`src/rtl/uart6551_pkg.sv`:
```
// uart6551_pkg: shared types for the 6551 receive-side read scheduler.
package uart6551_pkg;
  typedef enum logic [1:0] {IDLE, READ, GAP, DELIVER} state_t;
  typedef enum logic {G_CPU, G_DMA} grant_t;
  typedef struct packed {
    logic       brk;
    logic       perr;
    logic       ferr;
    logic [7:0] data;
  } rx_word_t;
endpackage

```
`src/rtl/uart6551_rx_tmo.sv`:
```
// uart6551_rx_tmo: idle-with-data timeout counter, saturating at TMO_TICKS.
module uart6551_rx_tmo #(
  parameter int TMO_TICKS = 640
) (
  input  logic clk,
  input  logic rst,
  input  logic baud16x_ce,
  input  logic rx_empty,
  input  logic clr,
  output logic tmo
);
  localparam int W = $clog2(TMO_TICKS + 1);
  localparam logic [W-1:0] MAX = W'(TMO_TICKS);
  logic [W-1:0] cnt;
  always_ff @(posedge clk or negedge rst)
    if (!rst) cnt <= '0;
    else cnt <= (clr || rx_empty) ? '0 : (baud16x_ce && cnt != MAX) ? cnt + 1'b1 : cnt;
  assign tmo = cnt == MAX;
endmodule

```
`src/rtl/uart6551_rx_sched.sv`:
```
// uart6551_rx_sched: shares the receiver FIFO read port between CPU and DMA with spaced read cycles.
module uart6551_rx_sched
  import uart6551_pkg::*;
#(
  parameter int THRESH    = 8,
  parameter int TMO_TICKS = 640
) (
  input  logic        clk,
  input  logic        rst,
  input  logic        baud16x_ce,
  output logic        rx_cyc,
  output logic        rx_cs,
  output logic        rx_wr,
  input  logic        rx_ack,
  input  logic [7:0]  rx_dout,
  input  logic        rx_break,
  input  logic        rx_perr,
  input  logic        rx_ferr,
  input  logic        rx_empty,
  input  logic [3:0]  rx_qcnt,
  input  logic        cpu_req,
  output logic        cpu_ack,
  output logic [10:0] cpu_dat,
  output logic        cpu_nodata,
  input  logic        dma_en,
  output logic        dma_valid,
  input  logic        dma_ready,
  output logic [10:0] dma_dat,
  output logic        irq
);
  localparam logic [3:0] TH = 4'(THRESH);
  state_t   state;
  grant_t   grant, last_grant;
  rx_word_t word;
  logic burst, tmo, lvl, burst_p, cpu_win;
  assign lvl     = rx_qcnt >= TH;
  assign burst_p = dma_en && (burst || lvl || tmo);
  assign cpu_win = cpu_req && (!burst_p || last_grant == G_DMA);
  assign rx_cs   = rx_cyc;
  assign rx_wr   = 1'b0;
  uart6551_rx_tmo #(.TMO_TICKS(TMO_TICKS)) u_tmo (
    .clk        (clk),
    .rst        (rst),
    .baud16x_ce (baud16x_ce && state == IDLE),
    .rx_empty   (rx_empty),
    .clr        (state == READ),
    .tmo        (tmo)
  );
  always_ff @(posedge clk or negedge rst)
    if (!rst) begin
      state      <= IDLE;
      grant      <= G_DMA;
      last_grant <= G_DMA;
      burst      <= 1'b0;
      word       <= '0;
      rx_cyc     <= 1'b0;
      cpu_ack    <= 1'b0;
      cpu_nodata <= 1'b0;
      cpu_dat    <= '0;
      dma_valid  <= 1'b0;
      dma_dat    <= '0;
      irq        <= 1'b0;
    end else begin
      irq   <= !dma_en && (lvl || tmo);
      burst <= burst && dma_en;
      case (state)
        IDLE: begin
          burst <= burst_p;
          if (cpu_win && rx_empty) begin
            cpu_ack    <= 1'b1;
            cpu_nodata <= 1'b1;
            cpu_dat    <= '0;
            grant      <= G_CPU;
            last_grant <= G_CPU;
            state      <= DELIVER;
          end else if (cpu_win || (burst_p && !rx_empty)) begin
            grant      <= cpu_win ? G_CPU : G_DMA;
            last_grant <= cpu_win ? G_CPU : G_DMA;
            rx_cyc     <= 1'b1;
            state      <= READ;
          end
        end
        READ: begin
          rx_cyc <= 1'b0;
          word   <= {rx_break, rx_perr, rx_ferr, rx_dout};
          state  <= GAP;
        end
        GAP: begin
          if (rx_empty) burst <= 1'b0;
          if (grant == G_CPU) begin
            cpu_ack    <= 1'b1;
            cpu_nodata <= 1'b0;
            cpu_dat    <= word;
          end else begin
            dma_valid <= 1'b1;
            dma_dat   <= word;
          end
          state <= DELIVER;
        end
        DELIVER: begin
          if (grant == G_CPU) begin
            cpu_ack    <= 1'b0;
            cpu_nodata <= 1'b0;
            state      <= IDLE;
          end else if (dma_ready) begin
            dma_valid <= 1'b0;
            state     <= IDLE;
          end
        end
      endcase
    end
endmodule

```
`config.mk`:
```
export PLATFORM = sky130hd
export DESIGN_NAME = uart6551_rx_sched
export DESIGN_NICKNAME = d
export VERILOG_FILES = /design/src/rtl/uart6551_pkg.sv /design/src/rtl/uart6551_rx_tmo.sv /design/src/rtl/uart6551_rx_sched.sv
export SDC_FILE = /design/constraint.sdc
export NUM_CORES = 1
export LEC_CHECK = 0
export BUFFER_PORTS_ARGS = -buffer_cell sky130_fd_sc_hd__buf_4
export CORE_UTILIZATION = 58
export CTS_CLUSTER_DIAMETER = 150
export CTS_CLUSTER_SIZE = 25
export DETAILED_ROUTE_END_ITERATION = 8
export GPL_TIMING_DRIVEN = 0
export PLACE_DENSITY = 0.84
export SYNTH_ARGS = -nofsm -noshare
export SYNTH_HDL_FRONTEND = slang
export SYNTH_SLANG_ARGS = --single-unit
export TNS_END_PERCENT = 100
```
`constraint.sdc`:
```
create_clock -name clk -period 5.3 [get_ports clk]
set_clock_uncertainty 0.2 [all_clocks]
set_input_delay 0.265 -clock clk [delete_from_list [all_inputs] [get_ports clk]]
set_output_delay 0.265 -clock clk [all_outputs]
set_load 0.03 [all_outputs]
```
Word level (Yosys, flattened, before mapping). Index checks and enable logic that the tools add are counted.

Register bits: 52. Bits of input ports: 23. Word-level logic and storage cells: 94.

Add/subtract/negate cells: 1. Magnitude comparators: 1. Equal/unequal tests: 16. Muxes and demuxes: 27. Reduce and logical (&&, ||, !) cells: 34.

Operators with widths (number): $mux W11 (2); $pmux W11 S2 (1); $mux W10 (2); $ne A2 B2 Y1 const B (7); $mux W1 (12); $reduce_bool A2 Y1 (6); $add A10 B1 Y10 const B (1); $eq A10 B10 Y1 const B (1); $ne A10 B10 Y1 const B (1); $reduce_and A3 Y1 (3); $logic_and A1 B1 Y1 (8); $mux W2 (4); $pmux W1 S2 (4); $pmux W2 S4 (1); $reduce_and A4 Y1 (2); $logic_or A1 B1 Y1 (6); $reduce_and A2 Y1 (3); $eq A2 B2 Y1 const B (2); $ge A4 B4 Y1 const B (1); $ne A2 B1 Y1 const B (2); $logic_not A1 Y1 (3); $ne A3 B1 Y1 const B (1); $ne A3 B3 Y1 const B (1); $pmux W1 S3 (1); 4 further kinds (4).

Logic depth before layout (Yosys ltp).
Depth after elaboration: 11. Depth in mapped cells: 8. Mapped depth without buffers: 7.

Hierarchy. A second synthesis with hierarchy kept.

Cells, all modules: 202. Area, all modules: 2371.0 sq um.

Modules (own cells, without submodules): uart6551_rx_sched (instances 1, cells an instance 140, area an instance 1793.0 sq um, sequential area each 1052.3 sq um); uart6551_rx_tmo (instances 1, cells an instance 62, area an instance 578.1 sq um, sequential area each 250.2 sq um).

Worst setup path after synthesis. No wires, ideal clock.

Path type: register to register. Start point: register u_tmo.cnt[0]. End point: register cpu_dat[10]. Setup time: 0.121 ns. Data arrival time: 1.721 ns. Data required time: 4.979 ns. Setup slack: 3.258 ns. Stages on the path, launching flop included: 9. Buffers on the path: 1. Clock period less this slack: 2.042 ns. Cells stage by stage: dfrtp_1 -> inv_1 -> ha_1 -> nor3b_2 -> and4_4 -> or4_4 -> buf_6 -> nand3_2 -> o21ai_2.

Cells in the longest elaborated chain, start to end: 9.

Ends and longest elaborated chain: start: declaration (line uart6551_rx_tmo.sv:14) `logic [W-1:0] cnt;`; start signal: assignment (line uart6551_rx_tmo.sv:17) `else cnt <= (clr || rx_empty) ? '0 : (baud16x_ce && cnt != MAX) ? cnt + 1'b1 : cnt;`; $eq A10 B10 Y1 (line uart6551_rx_tmo.sv:18) `assign tmo = cnt == MAX;`; $logic_or A1 B1 Y1 (line uart6551_rx_sched.sv:37) `assign burst_p = dma_en && (burst || lvl || tmo);`; $logic_and A1 B1 Y1 (line uart6551_rx_sched.sv:37); $logic_not A1 Y1 (line uart6551_rx_sched.sv:38) `assign cpu_win = cpu_req && (!burst_p || last_grant == G_DMA);`; $logic_or A1 B1 Y1 (line uart6551_rx_sched.sv:38); $logic_and A1 B1 Y1 (line uart6551_rx_sched.sv:38); $logic_and A1 B1 Y1 (line uart6551_rx_sched.sv:69) `if (cpu_win && rx_empty) begin`; $ne A2 B1 Y1 (no source line); $reduce_and A3 Y1 (no source line); end signal: assignment (line uart6551_rx_sched.sv:93) `cpu_dat <= word;`; end: declaration (line uart6551_rx_sched.sv:23) `output logic [10:0] cpu_dat,`.

No other way between the ends. A chain may end at the register's enable or synchronous reset.

Final worst setup path.
Start point: register state[0]. End point: register dma_dat[3].

Cells in the longest elaborated chain, start to end: 2.

Ends and longest elaborated chain: start: declaration (line uart6551_rx_sched.sv:32) `state_t state;`; start signal: assignment (line uart6551_rx_sched.sv:51) `state <= IDLE;`; start signal: assignment (line uart6551_rx_sched.sv:75) `state <= DELIVER;`; start signal: assignment (line uart6551_rx_sched.sv:80) `state <= READ;`; $eq A2 B2 Y1 (line uart6551_rx_sched.sv:66) `case (state)`; $reduce_and A2 Y1 (no source line); end signal: assignment (line uart6551_rx_sched.sv:96) `dma_dat <= word;`; end: declaration (line uart6551_rx_sched.sv:28) `output logic [10:0] dma_dat,`.

No other way between the ends.

==> out/results.txt <==
CTS tree -> yes
CTS root buffer -> clkbuf_8
Final ANT Viol Nets -> 0
Cell area after layout -> 3210 sq um
Layout area overhead -> 26.3%
Total wire length -> 5240 um
PostCTS Resize Cnt -> 0
Placed cell area -> 2950 sq um
Lkg Pwr -> 1.43 nW
Status -> finished clean
CP Capture Type -> register
Yosys warns -> 0
CTS max path bufs -> 2
Hold slack -> 55.9 ps
Post-Layout Cell Count -> 340
Worst r2r path cells -> 6
Final Net Count -> 318
Mapped Area -> 2540 sq um
Final period util -> 0.432
Core area -> 4120 sq um
Worst Hold End -> dma_valid
# setup viols final -> 0
Crit path DAT -> 2290 ps
# IOs -> 52
Met3 Use GR -> 0.0550
R2R Setup Slk -> 3010 ps
# diodes -> 0
Final worst slack -> 3010 ps
Die area -> 4650 sq um
Port buffer count -> 46
Sequential area share after synthesis -> 0.513
Peak Freq -> 437 MHz
Initial DRC Count -> 223
#FFs+latches synth -> 52
P per Cell Area -> 556 nW/um^2
Gr ovfl total -> 0
Antenna violations before repair -> 0
Post-synth top flop -> dfrtp_1
Post-route setup TNS -> 0 ps
VDD IR-drop max -> 0.313 mV
Max Cap Viol -> 0
Startpoint type of the worst setup path -> register
Vias -> 1896
Later-pin clock latency in the skew report -> 310 ps
Clk pin slew, worst setup/hold paths -> 90 ps
Initial core utilization -> 0.618
Vias in the first global route -> 1788
Hold Path Class -> primary input to register
CTS buffer count -> 5
Crit Path Max Fanout -> 10
Drt drc -> 0
Wire per inst -> 15.4 um
Pre-CTS WS -> 3020 ps
Syn_area_per_cell -> 11.5 sq um
Final Hold Viols -> 0
Global placement routability congestion -> 0.826
Synthesized Nets -> 250
Hold buffer count at cts -> 15
Total GRT Usage -> 0.252
Terminus of the critical flop-to-flop path -> dma_dat[3]
Row Count -> 23
Post-synth ARST share -> 1.00
Post-DP HPWL -> 3530 um
Fraction of layout cells with a size suffix above 1 -> 0.390
DP Cell Count -> 317
Grt met1 use -> 0.335
Clock sinks -> 52
Pins Over Slew Limit -> 0
Htree depth -> 2
RSZ-0062 raised after global routing -> no
GR Util met2 -> 0.397
Critical path type -> register to register
Tmin final -> 2290 ps
Post-synth EDFFs -> 0
Die W -> 68.2 um
Relative slew slack -> 0.502
Worst Max-Slew Pin Slew -> 739 ps
WP data required -> 5300 ps
Global-route wire length before repair -> 8480 um
Post-synth cell types -> 42
Setup Buffers After CTS -> 0
Drt pass-1 iters -> 4
RR Startpoint -> state[0]
Post-Synthesis Cells -> 221
Gr busiest metal -> met2
Worst hold start -> dma_ready
Hold path depth -> 4
Largest net degree at the start of global routing -> 53
Chip Height -> 68.2 um
Vias per std cell -> 5.58
[cell usage after synthesis, types with 2 or more instances]
master    instances  share of area
buf_6             2         0.0089
inv_1             7          0.010
o21ai_2          11          0.038
ha_1              6          0.030
clkbuf_1          7          0.010
nand2_1          23          0.034
dfrtp_1          51           0.50
nor3_1            2         0.0039
a31oi_1           5          0.012
nor2_1           18          0.027
xnor2_1           2         0.0069
buf_4             3         0.0089
nand3_2          10          0.039
mux2_2           22          0.097
o21ai_0           5         0.0098
xor2_1            7          0.024
a21oi_1          10          0.020
mux2i_1           2         0.0079
nand3_1           5         0.0098
[cell families after synthesis]
| logic type | share of synthesized area |
|---|---|
| AOI/OAI and AO/OA | 0.110 |
| xor gates and xnor gates | 0.0310 |
| adders and majority gates | 0.0295 |
| buffers and inverters | 0.0404 |
| DFF | 0.513 |
| muxes | 0.110 |
| other | 0.00148 |
| and+or+nand+nor | 0.165 |
[worst max path at each step]
| stage | from | endpoint | depth (start not counted) |
|---|---|---|---|
| 2_1_floorplan | u_tmo.cnt[0] | cpu_dat[10] | 8 |
| 6_report | state[0] | dma_dat[3] | 6 |
| 4_1_cts | state[0] | dma_dat[3] | 6 |
| 3_5_place_dp | state[0] | dma_dat[3] | 6 |
| 3_3_place_gp | state[1] | word[1] | 5 |
| 5_1_grt | state[0] | dma_dat[5] | 6 |
[cells in the final DEF, fill, tap and decap left out, types with 2 or more instances in the layout]
master / count
buf_4: 49
a21oi_1: 10
clkbuf_1: 8
mux2i_1: 2
nor2_1: 18
buf_6: 2
nand3_2: 10
nand2_1: 23
xnor2_1: 2
nor3_1: 2
o21ai_0: 5
inv_1: 7
xor2_1: 7
nand3_1: 5
a31oi_1: 5
ha_1: 6
dfrtp_1: 51
o21ai_2: 11
dlygate4sd3_1: 15
clkbuf_8: 5
mux2_2: 22
[power by group]
part / internal (mW) / leakage (nW) / total (mW) / switching (mW)
Clock: 0.143 / 0.0558 / 0.276 / 0.133
Sequential: 0.545 / 0.654 / 0.654 / 0.109
Combinational: 0.359 / 0.723 / 0.856 / 0.497
[metal layers]
layer,vias up,wire length [um]
met3,14,215
li1,898,-
met5,-,0
met1,928,2320
met2,56,2600
met4,0,107
[through the flow]
step | utilization | total power, mW
2_1_floorplan | - | 1.23
3_3_place_gp | 0.717 | 1.48
3_5_place_dp | 0.717 | 1.50
4_1_cts | 0.780 | 1.79
5_1_grt | 0.780 | 1.89
6_report | 0.780 | 1.79
[layout make-up]
cell class | instances | area [sq um]
buffer | 13 | 76.3
clock buffer | 6 | 72.6
clock inverter | 2 | 38.8
fill | 266 | 905
inverter | 7 | 26.3
multi-input combinational | 149 | 1140
sequential | 52 | 1300
tap | 50 | 62.6
timing repair buffer | 61 | 495
[worst max-delay path, stage by stage, from the launching register on]
cell,delay (ps)
dfrtp_1,380
inv_1,100
ha_1,230
clkbuf_1,230
nand2_1,160
clkbuf_1,470
mux2_2,400
[flip-flops by register name, summed over array words and instances (netlist names), 2 cells and up]
register / cells
state: 2
word: 11
dma_dat: 11
cpu_dat: 11
u_tmo.cnt: 10
Note: power is estimated with default switching activity, not from simulation.
